$ cat config.mk
export PLATFORM = sky130hd
export DESIGN_NAME = uart_tx_serializer
export DESIGN_NICKNAME = d
export VERILOG_FILES = /design/src/rtl/uart_tx_serializer.sv
export SDC_FILE = /design/constraint.sdc
export NUM_CORES = 1
export LEC_CHECK = 0
export BUFFER_PORTS_ARGS = -buffer_cell sky130_fd_sc_hd__buf_4
export CORE_UTILIZATION = 36
export CTS_CLUSTER_SIZE = 25
export DETAILED_ROUTE_END_ITERATION = 8
export SYNTH_ARGS = -nofsm -noshare
export SYNTH_HDL_FRONTEND = slang
export SYNTH_SLANG_ARGS = --single-unit
export TNS_END_PERCENT = 1
$ cat constraint.sdc
create_clock -name clk_i -period 1.94 [get_ports clk_i]
set_input_delay 0.097 -clock clk_i [delete_from_list [all_inputs] [get_ports clk_i]]
set_output_delay 0.097 -clock clk_i [all_outputs]
set_load 0.02 [all_outputs]
$ cat src/rtl/uart_tx_serializer.sv
// UART transmit serializer: start bit, LSB-first data, optional even parity, one stop bit.
// Defining UART_TX_PARITY_EN compiles in the even-parity bit between the last data bit and the stop bit.
module uart_tx_serializer #(
    parameter int DataWidth      = 8,
    parameter int OverSampleRate = 16
) (
    input  logic                 clk_i,
    input  logic                 rst_i,
    input  logic                 tick_i,
    input  logic                 dv_i,
    input  logic [DataWidth-1:0] data_i,
    output logic                 ready_o,
    output logic                 txd_o,
    output logic                 busy_o,
    output logic                 done_o
);

    localparam int TickW = $clog2(OverSampleRate);
    localparam int IdxW  = (DataWidth > 1) ? $clog2(DataWidth) : 1;
    localparam logic [TickW-1:0] TickLast = TickW'(OverSampleRate - 1);
    localparam logic [IdxW-1:0]  IdxLast  = IdxW'(DataWidth - 1);

    typedef enum logic [2:0] {
        S_IDLE,
        S_START,
        S_DATA,
`ifdef UART_TX_PARITY_EN
        S_PARITY,
`endif
        S_STOP
    } state_t;

    state_t                 state_q;
    logic [TickW-1:0]       tick_cnt_q;
    logic [IdxW-1:0]        bit_idx_q;
    logic [DataWidth-1:0]   shift_q;
    logic [DataWidth-1:0]   shift_d;
    logic                   bit_end_d;
    logic                   txd_q;
    logic                   ready_q;
    logic                   busy_q;
    logic                   done_q;
`ifdef UART_TX_PARITY_EN
    logic                   parity_q;
`endif

    always_comb begin
        shift_d   = shift_q >> 1;
        bit_end_d = (tick_cnt_q == TickLast);
    end

    // txd is updated together with the state so the pin only moves on accept and bit-end edges.
    always_ff @(posedge clk_i or posedge rst_i) begin
        if (rst_i) begin
            state_q    <= S_IDLE;
            tick_cnt_q <= '0;
            bit_idx_q  <= '0;
            shift_q    <= '0;
            txd_q      <= 1'b1;
            ready_q    <= 1'b1;
            busy_q     <= 1'b0;
            done_q     <= 1'b0;
`ifdef UART_TX_PARITY_EN
            parity_q   <= 1'b0;
`endif
        end else begin
            done_q <= 1'b0;
            if (state_q == S_IDLE) begin
                if (dv_i && ready_q) begin
                    shift_q    <= data_i;
                    tick_cnt_q <= '0;
                    bit_idx_q  <= '0;
                    state_q    <= S_START;
                    txd_q      <= 1'b0;
                    busy_q     <= 1'b1;
                    ready_q    <= 1'b0;
`ifdef UART_TX_PARITY_EN
                    parity_q   <= ^data_i;
`endif
                end
            end else if (tick_i) begin
                if (!bit_end_d) begin
                    tick_cnt_q <= tick_cnt_q + 1'b1;
                end else begin
                    tick_cnt_q <= '0;
                    case (state_q)
                        S_START: begin
                            state_q <= S_DATA;
                            txd_q   <= shift_q[0];
                        end
                        S_DATA: begin
                            shift_q <= shift_d;
                            if (bit_idx_q == IdxLast) begin
`ifdef UART_TX_PARITY_EN
                                state_q <= S_PARITY;
                                txd_q   <= parity_q;
`else
                                state_q <= S_STOP;
                                txd_q   <= 1'b1;
`endif
                            end else begin
                                bit_idx_q <= bit_idx_q + 1'b1;
                                txd_q     <= shift_d[0];
                            end
                        end
`ifdef UART_TX_PARITY_EN
                        S_PARITY: begin
                            state_q <= S_STOP;
                            txd_q   <= 1'b1;
                        end
`endif
                        S_STOP: begin
                            state_q <= S_IDLE;
                            txd_q   <= 1'b1;
                            busy_q  <= 1'b0;
                            ready_q <= 1'b1;
                            done_q  <= 1'b1;
                        end
                        default: state_q <= S_IDLE;
                    endcase
                end
            end
        end
    end

    assign txd_o   = txd_q;
    assign ready_o = ready_q;
    assign busy_o  = busy_q;
    assign done_o  = done_q;

endmodule

==> summary.md <==
| Metric | Value |
|---|---|
| Outcome | `complete, no violations` |
| CP bufs+invs | `2` |
| Worst slack, placed | `221 ps` |
| DIE AREA | `3560 µm²` |
| Post-CTS Setup Bufs | `0` |
| Mapped cell area | `1200 µm²` |
| First-pass iteration count of the detailed router | `4` |
| R2r setup slk | `170 ps` |
| RSZ-0062 raised after global routing | `no` |
| Initial DRC count | `54` |
| Num CTS Buffers | `3` |
| Met2 Use GR | `0.232` |
| Crit-path max cell delay | `420 ps` |
| Number of routed nets with antenna violations | `0` |
| Fin Setup TNS | `0 ps` |
| Fmax achieved | `565 MHz` |
| CTS sink cnt | `21` |
| Synth-to-Final Area Change | `17.7%` |
| Detailed-route wire length | `2410 µm` |
| Core area | `3100 µm²` |
| Yosys cell types | `39` |
| CTS tree | `built` |
| Rows | `20` |
| Routed length per instance | `13.8 µm` |
| DRC | `0` |
| Clock skew | `2.33 ps` |
| Max Buffers Root-to-Sink | `2` |
| Critical Path AT | `2020 ps` |
| Worst-Margin Slew | `808 ps` |
| M1 GR Usage | `0.223` |
| Mapped Cells | `112` |
| HP Class | `in -> reg` |
| Reg-to-reg startpoint | `state_q[0]$_DFFE_PP0P_` |
| Worst hold path endpoint | `shift_q[7]$_DFFE_PP0P_` |
| Diode count | `0` |
| GPL Wtd Cong | `0.829` |
| Vias per Instance | `5.24` |
| Post-route cell area | `1410 µm²` |
| Die Height | `59.7 µm` |
| Final Non-Filler Cells | `175` |
| Final Hold Fails | `0` |
| CP Launch Type | `flip-flop` |
| Final setup fails | `0` |
| Maximum vdd ir drop | `0.381 mV` |
| Starting density of the core | `0.386` |
| Clock Latency Late Sink | `310 ps` |
| H-tree levels | `1` |
| Largest net degree at the start of global routing | `22` |
| CTS resizes | `0` |
| P_leak | `0.612 nW` |
| Flop and latch count out of synthesis | `21` |
| All-Layer GR Usage | `0.155` |
| Hold Startpoint | `data_i[7]` |
| Tcrit/Tclk final | `0.912` |
| Chip width | `59.7 µm` |
| Slew Limit Fails | `0` |
| Post-route minimum period | `1770 ps` |
| Reg2reg path depth | `6` |
| Placed cells | `169` |
| Register area share after synthesis | `0.441` |
| Slew HR | `0.461` |
| Final nets | `151` |
| Required @ worst endpoint | `2190 ps` |
| Synthesized Nets | `131` |
| Delay-heaviest family, CP | `compound AO/OA/AOI/OAI gates` |
| Worst hold slack | `89.3 ps` |
| Setup crit end kind | `flip-flop` |
| First-pass GRT wire length | `4120 µm` |
| CP Max Fanout | `17` |
| Crit-path slowest cell | `dfrtp_1` |
| Grt total ovfl | `0` |
| YS warnings | `0` |
| Mean Syn Cell Area | `10.7 µm²` |
| HPWL Detailed | `1720 µm` |
| Share of layout cells above drive strength 1 | `0.237` |
| # IOs | `16` |
| Worst setup margin | `172 ps` |
| Worst R2R End | `shift_q[1]$_DFFE_PP0P_` |
| Root buf cell | `clkbuf_4` |
| Antenna violations before repair | `0` |
| Cell Chain, Critical Path | `inv_1 -> ha_1 -> buf_4 -> nand2b_4 -> o31ai_4 -> o221a_1` |
| GRT busiest layer | `met2` |
| Vias | `917` |
| Met3 Use GR | `0.0195` |
| Vias in the first global route | `888` |
| Placed instance area | `1360 µm²` |
| Clk slew on worst S/H paths | `120 ps` |
| Pwr Density | `1150 nW/µm²` |
| Port-buffer cells | `15` |
| Hold Crit Depth | `3` |
| Max cap viols | `0` |
| Crit Path Class | `reg -> reg` |
## power breakdown
group / internal, W / switching, W / total (W)
Combinational: 0.000315 / 0.000330 / 0.000645
Clock: 0.0000770 / 0.000137 / 0.000214
Sequential: 0.000611 / 0.000155 / 0.000766
## sequential cells by signal (all words and copies together) (netlist names)
signal / flops
shift_q: 8
tick_cnt_q: 4
bit_idx_q: 3
state_q: 2
busy_o: 1
done_o: 1
ready_o: 1
txd_o: 1
## synthesized netlist by cell type, drive strengths merged
master / n / area share
dfrtp: 19 / 0.40
nand2b: 9 / 0.053
nand3: 9 / 0.046
ha: 7 / 0.073
inv: 7 / 0.022
nand2: 7 / 0.022
o221a: 7 / 0.066
buf: 5 / 0.021
mux2i: 5 / 0.042
a21oi: 3 / 0.013
and3: 3 / 0.016
o21ai: 3 / 0.013
a31oi: 2 / 0.010
dfstp: 2 / 0.044
mux2: 2 / 0.019
nand4: 2 / 0.010
nor2: 2 / 0.0063
o211ai: 2 / 0.013
o31ai: 2 / 0.024
a21boi: 1 / 0.0063
a21o: 1 / 0.0063
a311oi: 1 / 0.0073
a32o: 1 / 0.0084
and2: 1 / 0.0052
and2b: 1 / 0.0063
and4: 1 / 0.0073
nor3: 1 / 0.0084
nor4: 1 / 0.0052
o21a: 1 / 0.0063
o22a: 1 / 0.0073
o22ai: 1 / 0.0052
o41ai: 1 / 0.0073
or2: 1 / 0.0052
## cells in the final DEF, fill, tap and decap left out, types with 2 or more instances in the layout
master / count
o221a_1: 7
nand2_1: 7
ha_1: 7
inv_1: 6
nand3_2: 2
clkbuf_4: 3
nand3_1: 7
mux2i_1: 5
a21oi_1: 3
nand2b_1: 8
and3_1: 3
o211ai_1: 2
dfstp_2: 2
dfrtp_1: 19
buf_4: 18
a31oi_1: 2
o21ai_0: 2
nor2_1: 2
dlygate4sd3_1: 2
nand4_1: 2
## final cells by class
cell class / count / area, µm²
fill: 323 / 1690
timing repair buffer: 20 / 155
tap: 44 / 55.1
multi-input combinational: 79 / 619
clock inverter: 1 / 5.00
inverter: 7 / 26.3
sequential: 21 / 528
clock buffer: 3 / 22.5
## per-layer routing
metal | routed length, µm | vias to the layer above
met2 | 1120 | 11
met4 | 28 | 0
met3 | 48 | 4
met5 | 0 | -
li1 | - | 458
met1 | 1210 | 444
## worst max path at each step
stage                             endpoint  slack (ps)  cells past startpoint              startpoint
detailed placement  shift_q[1]$_DFFE_PP0P_         220                      6  state_q[0]$_DFFE_PP0P_
CTS                 shift_q[1]$_DFFE_PP0P_         190                      6  state_q[0]$_DFFE_PP0P_
global placement    shift_q[1]$_DFFE_PP0P_         250                      6  state_q[0]$_DFFE_PP0P_
finish              shift_q[1]$_DFFE_PP0P_         170                      6  state_q[0]$_DFFE_PP0P_
global route        shift_q[5]$_DFFE_PP0P_          60                      6  state_q[0]$_DFFE_PP0P_
floorplan           state_q[1]$_DFFE_PP0P_         300                      7  state_q[0]$_DFFE_PP0P_
## through the flow
stage | total power, W | utilization
final | 0.00162 | 0.455
after CTS | 0.00164 | 0.455
after detailed placement | 0.00142 | 0.440
after global routing | 0.00177 | 0.455
after global placement | 0.00140 | 0.440
after floorplan | 0.00126 | -
## timing repair
action                                  CTS  global route
endpoints found under the setup margin    0             0
hold endpoints to repair                 20             0
hold buffers                              2             0
## worst min-delay path, stage by stage
cell     delay, ps
buf_4           80
mux2i_1         50
mux2i_1        130
## kinds of logic (layout without fill, tap and decap cells)
family	count (synthesis)	after routing	share of synthesized area
muxes	7	7	0.0605
buffers and inverters	12	31	0.0428
and+or+nand+nor	38	38	0.191
DFF	21	21	0.441
AOI/OAI and AO/OA	27	27	0.192
adders and majority gates	7	7	0.0731
Power figures use the tool's default switching activity.
